<file path="src/rtl/cdb_arbiter.sv">
// rtl/cdb_arbiter.sv - CDB result writeback arbiter with per-source result FIFOs

module cdb_fifo #(
   parameter int TAG_W  = 3,
   parameter int DATA_W = 32,
   parameter int DEPTH  = 2
) (
   input  logic              clk,
   input  logic              rst,
   input  logic              flush,
   input  logic              push_valid,
   input  logic [TAG_W-1:0]  push_num,
   input  logic [DATA_W-1:0] push_value,
   input  logic              pop,
   output logic              ready,
   output logic              nonempty,
   output logic [TAG_W-1:0]  head_num,
   output logic [DATA_W-1:0] head_value
);
   localparam int PTR_W = $clog2(DEPTH);
   localparam int CNT_W = PTR_W + 1;
   localparam logic [CNT_W-1:0] FULL = CNT_W'(DEPTH);

   logic [TAG_W-1:0]  num_mem   [DEPTH];
   logic [DATA_W-1:0] value_mem [DEPTH];
   logic [PTR_W-1:0]  wr_ptr;
   logic [PTR_W-1:0]  rd_ptr;
   logic [CNT_W-1:0]  count;
   logic              push;
   logic              pop_ok;

   // Tag 0 means "no result", so such offers are never stored.
   assign ready      = (count < FULL);
   assign nonempty   = (count != '0);
   assign push       = push_valid && ready && (push_num != '0) && !flush && !rst;
   assign pop_ok     = pop && nonempty && !flush;
   assign head_num   = num_mem[rd_ptr];
   assign head_value = value_mem[rd_ptr];

   always_ff @(posedge clk) begin
      if (rst || flush) begin
         wr_ptr <= '0;
         rd_ptr <= '0;
         count  <= '0;
      end else begin
         if (push)
            wr_ptr <= wr_ptr + 1'b1;
         if (pop_ok)
            rd_ptr <= rd_ptr + 1'b1;
         case ({push, pop_ok})
            2'b10:   count <= count + 1'b1;
            2'b01:   count <= count - 1'b1;
            default: count <= count;
         endcase
      end
   end

   always_ff @(posedge clk) begin
      if (push) begin
         num_mem[wr_ptr]   <= push_num;
         value_mem[wr_ptr] <= push_value;
      end
   end
endmodule

module cdb_arbiter #(
   parameter int TAG_W  = 3,
   parameter int DATA_W = 32,
   parameter int DEPTH  = 2
) (
   input  logic              clk,
   input  logic              rst,
   input  logic              flush,
   input  logic              alu_valid,
   input  logic [TAG_W-1:0]  alu_num,
   input  logic [DATA_W-1:0] alu_value,
   output logic              alu_ready,
   input  logic              mem_valid,
   input  logic [TAG_W-1:0]  mem_num,
   input  logic [DATA_W-1:0] mem_value,
   output logic              mem_ready,
   input  logic              br_valid,
   input  logic [TAG_W-1:0]  br_num,
   input  logic [DATA_W-1:0] br_value,
   output logic              br_ready,
   output logic [TAG_W-1:0]  cdb_num,
   output logic [DATA_W-1:0] cdb_value,
   output logic [1:0]        cdb_src,
   output logic              pending
);
   logic [2:0]        nonempty;
   logic [2:0]        pop;
   logic [TAG_W-1:0]  head_num   [3];
   logic [DATA_W-1:0] head_value [3];
   logic [1:0]        rr;
   logic [1:0]        grant;
   logic [1:0]        next_rr;
   logic              grant_valid;
   logic [TAG_W-1:0]  grant_num;
   logic [DATA_W-1:0] grant_value;

   cdb_fifo #(.TAG_W(TAG_W), .DATA_W(DATA_W), .DEPTH(DEPTH)) u_alu_fifo (
      .clk(clk), .rst(rst), .flush(flush),
      .push_valid(alu_valid), .push_num(alu_num), .push_value(alu_value),
      .pop(pop[0]), .ready(alu_ready), .nonempty(nonempty[0]),
      .head_num(head_num[0]), .head_value(head_value[0])
   );

   cdb_fifo #(.TAG_W(TAG_W), .DATA_W(DATA_W), .DEPTH(DEPTH)) u_mem_fifo (
      .clk(clk), .rst(rst), .flush(flush),
      .push_valid(mem_valid), .push_num(mem_num), .push_value(mem_value),
      .pop(pop[1]), .ready(mem_ready), .nonempty(nonempty[1]),
      .head_num(head_num[1]), .head_value(head_value[1])
   );

   cdb_fifo #(.TAG_W(TAG_W), .DATA_W(DATA_W), .DEPTH(DEPTH)) u_br_fifo (
      .clk(clk), .rst(rst), .flush(flush),
      .push_valid(br_valid), .push_num(br_num), .push_value(br_value),
      .pop(pop[2]), .ready(br_ready), .nonempty(nonempty[2]),
      .head_num(head_num[2]), .head_value(head_value[2])
   );

   assign pending     = |nonempty;
   assign grant_valid = |nonempty;

   // Round-robin search starting at rr; only entries present before this edge compete.
   always_comb begin
      grant = 2'd3;
      case (rr)
         2'd1: begin
            if (nonempty[1])      grant = 2'd1;
            else if (nonempty[2]) grant = 2'd2;
            else if (nonempty[0]) grant = 2'd0;
         end
         2'd2: begin
            if (nonempty[2])      grant = 2'd2;
            else if (nonempty[0]) grant = 2'd0;
            else if (nonempty[1]) grant = 2'd1;
         end
         default: begin
            if (nonempty[0])      grant = 2'd0;
            else if (nonempty[1]) grant = 2'd1;
            else if (nonempty[2]) grant = 2'd2;
         end
      endcase
   end

   always_comb begin
      grant_num   = '0;
      grant_value = '0;
      next_rr     = rr;
      case (grant)
         2'd0: begin grant_num = head_num[0]; grant_value = head_value[0]; next_rr = 2'd1; end
         2'd1: begin grant_num = head_num[1]; grant_value = head_value[1]; next_rr = 2'd2; end
         2'd2: begin grant_num = head_num[2]; grant_value = head_value[2]; next_rr = 2'd0; end
         default: ;
      endcase
   end

   assign pop = {grant == 2'd2, grant == 2'd1, grant == 2'd0} & {3{grant_valid && !flush}};

   always_ff @(posedge clk) begin
      if (rst || flush) begin
         cdb_num   <= '0;
         cdb_value <= '0;
         cdb_src   <= 2'd3;
         rr        <= 2'd0;
      end else if (grant_valid) begin
         cdb_num   <= grant_num;
         cdb_value <= grant_value;
         cdb_src   <= grant;
         rr        <= next_rr;
      end else begin
         cdb_num   <= '0;
         cdb_value <= '0;
         cdb_src   <= 2'd3;
      end
   end
endmodule

</file>
<file path="config.mk">
export PLATFORM = sky130hd
export DESIGN_NAME = cdb_arbiter
export DESIGN_NICKNAME = d
export VERILOG_FILES = /design/src/rtl/cdb_arbiter.sv
export SDC_FILE = /design/constraint.sdc
export NUM_CORES = 1
export LEC_CHECK = 0
export ABC_CLOCK_PERIOD_IN_PS = 3400
export CAP_MARGIN = 25
export CORE_UTILIZATION = 36
export DETAILED_ROUTE_END_ITERATION = 10
export PLACE_DENSITY = 0.53
export SLEW_MARGIN = 20
export SYNTH_ARGS = -nofsm -noshare
export SYNTH_HDL_FRONTEND = slang
export SYNTH_SLANG_ARGS = --single-unit
</file>
<file path="constraint.sdc">
create_clock -name clk -period 3.4 [get_ports clk]
set_input_delay 0.51 -clock clk [delete_from_list [all_inputs] [get_ports clk]]
set_output_delay 0.51 -clock clk [all_outputs]
set_load 0.05 [all_outputs]
</file>
==> summary.txt, run 1 <==
STA
  • Max Clock Skew: 0.00849 ns
  • Hold slack final: 0.493 ns
  • Worst-Margin Slew: 0.953 ns
  • Max-slew headroom: 36.5%
  • # setup viols final: 0
  • Unrepaired setup endpoints after global routing: false
  • Fin. Hold Viols: 0
  • F_max: 329 MHz
  • Final min period: 3.04 ns
  • Final worst path period share: 89.5%
  • Setup TNS: 0 ns
  • Max-slew violations: 0

Placement
  • Port bufs: 151
  • DP Area: 11900 um2
  • GPL Wtd Cong: 0.778
  • Post-DP HPWL: 14.9 mm
  • Placed cells: 1053

Synthesis
  • Synthesized area per cell: 17.2 um2
  • Post-synthesis cell type count: 33
  • Seq cells post-synth: 264
  • Yosys warnings: 0
  • Post-Syn Area: 9950 um2
  • Syn nets: 699
  • Syn Inst Count: 579
  • Sequential fraction of the synthesis area: 74.3%

Setup path
  • CP max-delay cell: a221oi_1
  • CP Class: register to register
  • CP max stage delay: 0.44 ns
  • Max FO, Critical Path: 4
  • Crit-path cells: inv_1 -> ha_1 -> o21ba_1 -> or2_2 -> a221oi_1 -> ha_2 -> o21ai_0 -> nor2_1 -> ha_1 -> or3_1 -> a21oi_1
  • Required @ worst endpoint: 3.85 ns
  • Startpoint types: register
  • Worst setup EP type: register
  • Most used cell, CP: ha_1
  • Arrival @ worst endpoint: 3.50 ns

Clock network
  • CTS sink cnt: 264
  • Cts repair resizes: 0
  • H-tree levels: 1
  • Maximum root-to-sink buffer count: 3
  • Hold-fix buffers, CTS: 0
  • CTS tree: done
  • Post-CTS Setup Repair Bufs: 0
  • Worst skew pair latency: 0.53 ns
  • Clk pin slew, worst setup/hold paths: 0.06 ns
  • Num CTS Buffers: 28
  • Clk root buf: clkbuf_16

Worst hold path
  • Min-delay worst type: register to register

Job
  • Max Cap Violations: 0

Global routing
  • GRT Total Usage: 16.9%
  • First-pass GRT wire length: 35.9 mm
  • Largest net degree at the start of global routing: 37
  • GR Util met3: 2.91%
  • Met2 Track Usage GR: 28.0%
  • GR Overflow Total: 0
  • GR met1 Demand/Resource: 23.2%
  • Gr busiest metal: met2
  • Vias in the first global route: 6032
  • Initial antenna violation count: 0

Finish
  • Antenna cells: 0
  • Synth-to-layout area growth: 28.8%
  • Final std cells w/o fill: 1107
  • Fin area: 12800 um2
  • Layout cells sized above 1: 23.4%
  • Nets: 864

Route
  • WL/cell: 21.5 um
  • Vias per inst: 5.10
  • DRT iter0 DRCs: 593
  • Routed Antenna Nets: 0
  • Vias: 5648
  • Drc violations: 0
  • Wirelength, routed: 23.9 mm
  • DRT Pass-1 Iters: 5

Floorplan
  • Starting density of the core: 36.8%
  • # rows: 60
  • Core area: 27000 um2
  • Die X: 168 um
  • Height of the die: 168 um
  • I/O pin cnt: 152
  • Die area: 28300 um2

Power
  • Power Density: 519 nW/um2
  • Max VDD drop: 0.282 mV
  • Pleak: 4.12 nW

Status
  • Outcome: finished clean
-- cell usage in the layout, fill, tap and decap left out, types with 3 or more instances in the layout --
cell type,netlist,final
clkdlybuf4s50_1,0,151
clkbuf_1,13,6
a222oi_1,35,35
edfxtp_1,210,210
clkinv_2,0,4
dfxtp_1,54,51
or4_4,3,3
nand2b_1,4,4
dfxtp_2,0,3
clkbuf_16,0,29
nor2_1,53,50
or3_1,8,8
ha_1,9,6
a21oi_1,10,10
o21ai_0,10,10
nand2_1,5,5
o31ai_1,3,3
mux2_2,105,105
inv_2,0,3
nor2_4,0,3
xor2_1,5,5
ha_2,0,3
buf_12,0,8
clkinv_1,0,9
inv_1,11,8
xnor2_1,3,3
nor3_1,3,3
buf_4,0,8
-- registers in the layout (all words and copies together), names as in the netlist, named ones only --
| register | flops |
|---|---|
| cdb_src | 2 |
| u_br_fifo.count | 2 |
| u_br_fifo.value_mem | 64 |
| rr | 2 |
| cdb_num | 3 |
| u_alu_fifo.wr_ptr | 1 |
| u_alu_fifo.count | 2 |
| u_br_fifo.wr_ptr | 1 |
| u_alu_fifo.value_mem | 64 |
| u_mem_fifo.num_mem | 6 |
| cdb_value | 32 |
| u_mem_fifo.wr_ptr | 1 |
| u_mem_fifo.rd_ptr | 1 |
| u_br_fifo.num_mem | 6 |
| u_mem_fifo.count | 2 |
| u_alu_fifo.rd_ptr | 1 |
| u_mem_fifo.value_mem | 64 |
| u_br_fifo.rd_ptr | 1 |
| u_alu_fifo.num_mem | 6 |
-- power breakdown --
part	internal (mW)	switching (mW)
registers	3.53	0.0111
clock network	1.59	1.18
logic	0.176	0.154
-- synthesized netlist by cell type, drive strengths merged --
cell / n / share of area [%]
o21ba: 2 / 0.20
nor2: 53 / 2.0
nand2: 5 / 0.19
o21ai: 10 / 0.50
ha: 9 / 1.1
nor3: 3 / 0.15
xor2: 5 / 0.44
dfxtp: 54 / 11
or3: 8 / 0.50
clkbuf: 13 / 0.49
xnor2: 3 / 0.26
o311a: 1 / 0.10
nand4b: 1 / 0.088
inv: 11 / 0.42
a221oi: 1 / 0.088
buf: 20 / 1.5
or4: 3 / 0.34
o211ai: 1 / 0.076
edfxtp: 210 / 63
a221o: 1 / 0.10
o31ai: 3 / 0.23
or2: 2 / 0.13
mux2: 105 / 12
nand2b: 4 / 0.25
o21a: 1 / 0.076
a21oi: 10 / 0.50
a211o: 1 / 0.088
mux2i: 2 / 0.20
a222oi: 35 / 3.5
nor4: 2 / 0.25
-- area by class of cell --
cell class | instances | area (um2)
timing repair buffer | 168 | 1760
clock buffer | 37 | 776
sequential | 264 | 7390
clock inverter | 15 | 68.8
multi-input combinational | 271 | 2350
fill | 2311 | 14200
inverter | 11 | 41.3
tap | 341 | 427
-- metal layers --
layer | wire length (um) | up-vias | share of wire, %
li1 | - | 2593 | -
met1 | 10900 | 2830 | 46
met2 | 11200 | 194 | 47
met3 | 1450 | 31 | 6.1
met4 | 317 | 0 | 1.3
met5 | 0 | - | 0
-- kinds of logic (layout without fill, tap and decap cells) --
family	after synthesis	after routing	synth area share (%)
DFF	264	264	74.3
muxes	107	107	12.1
and+or+nand+nor	81	81	3.90
AOI/OAI and AO/OA	66	66	5.49
buffers and inverters	44	231	2.42
adders and majority gates	9	9	1.13
xor gates and xnor gates	8	8	0.705
-- per-stage QoR --
step | util (%) | power, mW | setup WS [ns]
detailed placement | 44.1 | 3.94 | 0.415
floorplan | - | 3.72 | 0.234
global placement | 44.1 | 3.93 | 0.510
finish | 47.4 | 6.65 | 0.357
global route | 47.4 | 6.87 | 0.243
CTS | 47.2 | 6.72 | 0.401
-- final timing paths --
check	from	endpoint	slack, ns	cells after the start
min reg2reg	rr[1]	rr[1]	0.49	2
max reg2reg	rr[0]	u_br_fifo.count[1]	0.36	11
min	rr[1]	rr[1]	0.49	2
max	rr[0]	u_br_fifo.count[1]	0.36	11
-- worst max-delay path: cells and delay by family (launching register included) --
| family | cells | cell delay, ns |
|---|---|---|
| and+or+nand+nor | 3 | 0.80 |
| adders and majority gates | 3 | 0.88 |
| buffers and inverters | 1 | 0.05 |
| AOI/OAI and AO/OA | 4 | 0.88 |
| DFF | 1 | 0.36 |
Power figures use the tool's default switching activity.
==> run 2, diff against run 1 <==
--- a/config.mk
+++ b/config.mk
@@ -7,9 +7,9 @@
 export LEC_CHECK = 0
 export ABC_CLOCK_PERIOD_IN_PS = 3400
 export CAP_MARGIN = 25
-export CORE_UTILIZATION = 36
+export CORE_UTILIZATION = 45
 export DETAILED_ROUTE_END_ITERATION = 10
-export PLACE_DENSITY = 0.53
+export PLACE_DENSITY_LB_ADDON = 0.3
 export SLEW_MARGIN = 20
 export SYNTH_ARGS = -nofsm -noshare
 export SYNTH_HDL_FRONTEND = slang
==> run 2 against run 1 <==
Clock power rose by 5%. Sequential share of layout area rose by 0.63 points. Count of clock-buffer cells in the layout fell by 1. Global-route usage rose by 2.5 points. First-iteration DRC count fell by 18%. Non-clock buffer count fell by 4. Fmax rose by 1.2%. Final cell count fell by 6.1%. Critical path depth did not move. Via count rose by 0.34%. Combinational power fell by 4%. Critical path type unchanged. Critical endpoint unchanged.
==> summary.txt, run 2 (same netlist as run 1, synthesis figures left out) <==
Status
  • Outcome: finished clean (unchanged)

Finish
  • Antenna cells: 0 (unchanged)
  • Util after Layout: 58.3% (was 47.4%)
  • Layout cells sized above 1: 23.1% (was 23.4%)
  • Synth-to-layout area growth: 27.4% (was 28.8%)
  • Nets: 859 (was 864)
  • Final std cells w/o fill: 1039 (was 1107)
  • Highest-count cells in the layout ignoring fill and taps: edfxtp_1 (210), clkdlybuf4s50_1 (151), mux2_2 (105), dfxtp_1 (51), nor2_1 (50) (unchanged)
  • Filler instances: 1647 (was 2311)
  • Most common library cell in the layout ignoring fill and taps: edfxtp_1 (unchanged)
  • Biggest regs: u_alu_fifo.value_mem (64), u_br_fifo.value_mem (64), u_mem_fifo.value_mem (64) (unchanged)

Route
  • WL/cell: 21.1 um (was 21.5 um)
  • Vias per inst: 5.45 (was 5.10)
  • DRT iter0 DRCs: 485 (was 593)
  • Routed Antenna Nets: 0 (unchanged)
  • Wirelength, routed: 21.9 mm (was 23.9 mm)
  • Drc violations: 0 (unchanged)
  • Vias: 5667 (was 5648)
  • DRT Pass-1 Iters: 7 (was 5)

Job
  • Max Cap Violations: 0 (unchanged)

Clock network
  • Worst skew pair latency: 0.51 ns (was 0.53 ns)
  • CTS sink cnt: 264 (unchanged)
  • CTS tree: done (unchanged)
  • Post-CTS Setup Repair Bufs: 0 (unchanged)
  • Clk pin slew, worst setup/hold paths: 0.06 ns (about the same)
  • Clk root buf: clkbuf_16 (unchanged)
  • Maximum root-to-sink buffer count: 3 (unchanged)
  • Cts repair resizes: 0 (unchanged)
  • Hold-fix buffers, CTS: 0 (unchanged)
  • H-tree levels: 1 (unchanged)
  • Num CTS Buffers: 27 (was 28)

Global routing
  • Initial antenna violation count: 1 (was 0)
  • GR Overflow Total: 0 (unchanged)
  • Vias in the first global route: 5969 (was 6032)
  • GRT Total Usage: 19.3% (was 16.9%)
  • First-pass GRT wire length: 32.6 mm (was 35.9 mm)
  • Largest net degree at the start of global routing: 37 (unchanged)

Setup path
  • CP max-delay cell: a221oi_1 (unchanged)
  • Arrival @ worst endpoint: 3.44 ns (was 3.50 ns)
  • CP Class: register to register (unchanged)
  • Worst setup EP type: register (unchanged)
  • Crit-path cells: inv_1 -> ha_1 -> o21ba_1 -> or2_2 -> a221oi_1 -> ha_2 -> o21ai_0 -> nor2_1 -> ha_1 -> or3_1 -> a21oi_1 (unchanged)
  • Required @ worst endpoint: 3.84 ns (was 3.85 ns)
  • Startpoint types: register (unchanged)
  • Most used cell, CP: ha_1 (unchanged)
  • CP max stage delay: 0.41 ns (was 0.44 ns)
  • Max FO, Critical Path: 4 (unchanged)

Power
  • Pleak: 4.09 nW (was 4.12 nW)
  • Max VDD drop: 0.298 mV (was 0.282 mV)
  • Power Density: 534 nW/um2 (was 519 nW/um2)

STA
  • Fin. Hold Viols: 0 (unchanged)
  • Worst-Margin Slew: 1.01 ns (was 0.953 ns)
  • Unrepaired setup endpoints after global routing: false (unchanged)
  • Max Clock Skew: 0.0124 ns (was 0.00849 ns)
  • # setup viols final: 0 (unchanged)
  • F_max: 333 MHz (was 329 MHz)
  • Max-slew violations: 0 (unchanged)
  • Max-slew headroom: 32.6% (was 36.5%)
  • Setup TNS: 0 ns (unchanged)
  • Final min period: 3.01 ns (was 3.04 ns)
  • Final worst slack: 0.394 ns (was 0.357 ns)
  • Final worst path period share: 88.4% (was 89.5%)

Worst hold path
  • Min-delay worst type: register to register (unchanged)

Placement
  • Port bufs: 151 (unchanged)
  • Post-DP HPWL: 13.9 mm (was 14.9 mm)
  • GPL Wtd Cong: 0.790 (was 0.778)
  • Placed cells: 990 (was 1053)
  • Worst slack, placed: 0.280 ns (was 0.415 ns)

Floorplan
  • Die area: 22700 um2 (was 28300 um2)
  • Die X: 151 um (was 168 um)
  • Height of the die: 151 um (was 168 um)
  • Starting density of the core: 45.7% (was 36.8%)
  • I/O pin cnt: 152 (unchanged)
  • # rows: 54 (was 60)
  • Core area: 21800 um2 (was 27000 um2)
[run 2: worst paths after layout]
path,start,endpoint,slack [ns],depth (start not counted)
worst max-delay path,rr[0],u_br_fifo.count[1],0.39,11
worst max register to register,rr[0],u_br_fifo.count[1],0.39,11
worst min-delay path,rr[1],rr[1],0.48,2
worst min register to register,rr[1],rr[1],0.48,2
[run 2: metal layers]
| layer | global-route usage [%] | vias up | wire length (um) |
|---|---|---|---|
| li1 | - | 2577 | - |
| met1 | 25.6 | 2839 | 9260 |
| met2 | 32.8 | 221 | 10800 |
| met3 | 3.82 | 28 | 1570 |
| met4 | 4.45 | 2 | 297 |
| met5 | 0 | - | 11 |
[run 2: report_power, final]
group,internal (mW),total [mW],switching [mW]
clock network,1.78,2.91,1.13
registers,3.53,3.54,0.0120
logic,0.173,0.316,0.144
[run 2: critical path, delay by kind of cell, from the launching register on]
kind	cells	cell delay, ns
buffers and inverters	1	0.05
DFF	1	0.36
AOI/OAI and AO/OA	4	0.87
adders and majority gates	3	0.86
and+or+nand+nor	3	0.80
[run 2: final cells by class]
cell class	count	area, um2	area share (%)
flip-flops and latches	264	7390	58.3
multi-input cells	271	2350	18.5
repair buffers	164	1660	13.1
clock buffers	36	719	5.68
well taps	280	350	2.76
clock inverters	13	163	1.28
inverters	11	41.3	0.326
[run 2: per-stage QoR]
| stage | hold slack [ns] | area, um2 | total power, mW |
|---|---|---|---|
| floorplan | 0.451 | 9950 | 3.72 |
| global placement | 0.464 | 11800 | 3.91 |
| detailed placement | 0.470 | 11800 | 3.93 |
| CTS | 0.478 | 12700 | 6.82 |
| global route | 0.485 | 12700 | 6.97 |
| finish | 0.483 | 12700 | 6.77 |
==> run 3, diff against run 2 <==
--- a/config.mk
+++ b/config.mk
@@ -9,7 +9,7 @@
 export CAP_MARGIN = 25
 export CORE_UTILIZATION = 45
 export DETAILED_ROUTE_END_ITERATION = 10
-export PLACE_DENSITY_LB_ADDON = 0.3
+export PLACE_DENSITY = 0.68
 export SLEW_MARGIN = 20
 export SYNTH_ARGS = -nofsm -noshare
 export SYNTH_HDL_FRONTEND = slang
==> run 3 against run 2 <==
Clock power fell by 5%. Cell area shrank 0.39%. Total power decreased by 2.2%. Sequential power barely moved. Utilization is 0.22 points lower. Die area unchanged. Largest cell class unchanged.
==> summary.txt, run 3 (same netlist as run 1, synthesis figures left out) <==
Placement
  • Placed cells: 987 (was 990)
  • Post-DP HPWL: 13.7 mm (was 13.9 mm)
  • GPL Wtd Cong: 0.788 (was 0.790)
  • Port bufs: 151 (unchanged)
  • Worst slack, placed: 0.337 ns (was 0.280 ns)

Route
  • Vias per inst: 5.53 (was 5.45)
  • Drc violations: 0 (unchanged)
  • DRT iter0 DRCs: 627 (was 485)
  • DRT Pass-1 Iters: 6 (was 7)
  • Routed Antenna Nets: 0 (unchanged)
  • WL/cell: 21.0 um (was 21.1 um)
  • Wirelength, routed: 21.7 mm (was 21.9 mm)
  • Vias: 5727 (was 5667)

Worst hold path
  • Min-delay worst type: register to register (unchanged)
  • Startpoint of the worst hold path: rr[1] (unchanged)

STA
  • # setup viols final: 0 (unchanged)
  • Worst-Margin Slew: 0.952 ns (was 1.01 ns)
  • Final worst path period share: 89.2% (was 88.4%)
  • Max-slew violations: 0 (unchanged)
  • Max Clock Skew: 0.0106 ns (was 0.0124 ns)
  • Fin. Hold Viols: 0 (unchanged)
  • Final worst slack: 0.366 ns (was 0.394 ns)
  • Final min period: 3.03 ns (was 3.01 ns)
  • F_max: 330 MHz (was 333 MHz)
  • Unrepaired setup endpoints after global routing: false (unchanged)
  • Hold slack final: 0.491 ns (was 0.483 ns)
  • Max-slew headroom: 36.6% (was 32.6%)
  • Setup TNS: 0 ns (unchanged)

Finish
  • Filler instances: 1662 (was 1647)
  • Antenna cells: 0 (unchanged)
  • Biggest regs: u_alu_fifo.value_mem (64), u_br_fifo.value_mem (64), u_mem_fifo.value_mem (64) (unchanged)
  • Util after Layout: 58.0% (was 58.3%)
  • Highest-count cells in the layout ignoring fill and taps: edfxtp_1 (210), clkdlybuf4s50_1 (151), mux2_2 (105), dfxtp_1 (51), nor2_1 (50) (unchanged)
  • Most common library cell in the layout ignoring fill and taps: edfxtp_1 (unchanged)
  • Layout cells sized above 1: 22.6% (was 23.1%)
  • Final std cells w/o fill: 1035 (was 1039)
  • Nets: 856 (was 859)
  • Synth-to-layout area growth: 26.9% (was 27.4%)

Clock network
  • Post-CTS Setup Repair Bufs: 0 (unchanged)
  • Num CTS Buffers: 27 (unchanged)
  • CTS tree: done (unchanged)
  • Worst skew pair latency: 0.51 ns (about the same)
  • H-tree levels: 1 (unchanged)
  • Clk pin slew, worst setup/hold paths: 0.06 ns (about the same)
  • Clk root buf: clkbuf_16 (unchanged)
  • Hold-fix buffers, CTS: 0 (unchanged)
  • Cts repair resizes: 0 (unchanged)
  • Maximum root-to-sink buffer count: 3 (unchanged)
  • CTS sink cnt: 264 (unchanged)

Floorplan
  • I/O pin cnt: 152 (unchanged)
  • Die area: 22700 um2 (unchanged)
  • Core area: 21800 um2 (unchanged)
  • Height of the die: 151 um (unchanged)
  • Starting density of the core: 45.7% (unchanged)
  • # rows: 54 (unchanged)
  • Die X: 151 um (unchanged)

Setup path
  • Required @ worst endpoint: 3.83 ns (was 3.84 ns)
  • Startpoint types: register (unchanged)
  • Arrival @ worst endpoint: 3.46 ns (was 3.44 ns)
  • Max FO, Critical Path: 4 (unchanged)
  • Crit path launch: rr[0] (unchanged)
  • R2R Setup Slk: 0.37 ns (was 0.39 ns)
  • Worst r2r src: rr[0] (unchanged)
  • Worst setup EP type: register (unchanged)
  • Worst reg2reg endpoint: u_br_fifo.count[1] (unchanged)
  • CP Capture Point: u_br_fifo.count[1] (unchanged)
  • Cells on worst reg2reg path: 11 (unchanged)
  • CP Class: register to register (unchanged)

Power
  • Comb power frac: 4.8% (was 4.7%)
  • Seq pwr share: 53.5% (was 52.4%)
  • Cell-internal power: 5.33 mW (was 5.48 mW)
  • Switching pwr: 1.28 mW (about the same)
  • Clock Power Share: 41.6% (was 43.0%)
  • Max VDD drop: 0.302 mV (was 0.298 mV)
  • Pleak: 4.06 nW (was 4.09 nW)
  • Switch share: 19.4% (was 18.9%)
  • Power Density: 524 nW/um2 (was 534 nW/um2)

Status
  • Outcome: finished clean (unchanged)

Global routing
  • GRT Total Usage: 18.9% (was 19.3%)
  • Largest net degree at the start of global routing: 37 (unchanged)
  • Vias in the first global route: 5860 (was 5969)
  • GR Overflow Total: 0 (unchanged)
  • First-pass GRT wire length: 31.8 mm (was 32.6 mm)
  • Initial antenna violation count: 0 (was 1)

Job
  • Max Cap Violations: 0 (unchanged)
-- run 3: power by group through the flow --
stage | Sequential, mW | Clock, mW | Combinational [mW]
floorplan | 3.61 | 0 | 0.110
global placement | 3.61 | 0 | 0.309
detailed placement | 3.61 | 0 | 0.317
CTS | 3.54 | 2.81 | 0.320
global route | 3.54 | 2.93 | 0.338
finish | 3.54 | 2.75 | 0.320
-- run 3: final cells by class --
class	instances	area [um2]	share of cell area, %
Clock buffer	36	719	5.70
Clock inverter	12	111	0.882
Inverter	11	41.3	0.327
Multi-Input combinational cell	271	2350	18.6
Sequential cell	264	7390	58.5
Tap cell	280	350	2.78
Timing Repair Buffer	161	1660	13.2
-- run 3: through the flow --
| stage | area (um2) | power (mW) |
|---|---|---|
| global placement | 11800 | 3.92 |
| CTS | 12600 | 6.67 |
| finish | 12600 | 6.62 |
| global route | 12600 | 6.81 |
| floorplan | 9950 | 3.72 |
| detailed placement | 11800 | 3.93 |
-- run 3: worst min-delay path by stage --
stage                     slack (ns)                 to  cells after the start
after floorplan                 0.45              rr[1]                      2
after global placement          0.46              rr[0]                      2
after detailed placement        0.48  u_alu_fifo.wr_ptr                      2
after CTS                       0.49  u_alu_fifo.wr_ptr                      2
after global routing            0.53              rr[1]                      2
final                           0.49              rr[1]                      2
-- run 3: routing by layer --
layer | routed length, um | track usage [%] | vias to the layer above
met5 | 0 | 0 | -
li1 | - | - | 2581
met1 | 8830 | 25.1 | 2842
met2 | 10700 | 32.5 | 282
met4 | 241 | 4.00 | 0
met3 | 1900 | 3.30 | 22
-- run 3: worst max-delay path, cell delays in order, from the launching register on --
cell and delay (ns):
dfxtp_1 0.35, inv_1 0.06, ha_1 0.35, o21ba_1 0.18, or2_2 0.30, a221oi_1 0.38
ha_2 0.26, o21ai_0 0.13, nor2_1 0.16, ha_1 0.28, or3_1 0.35, a21oi_1 0.15
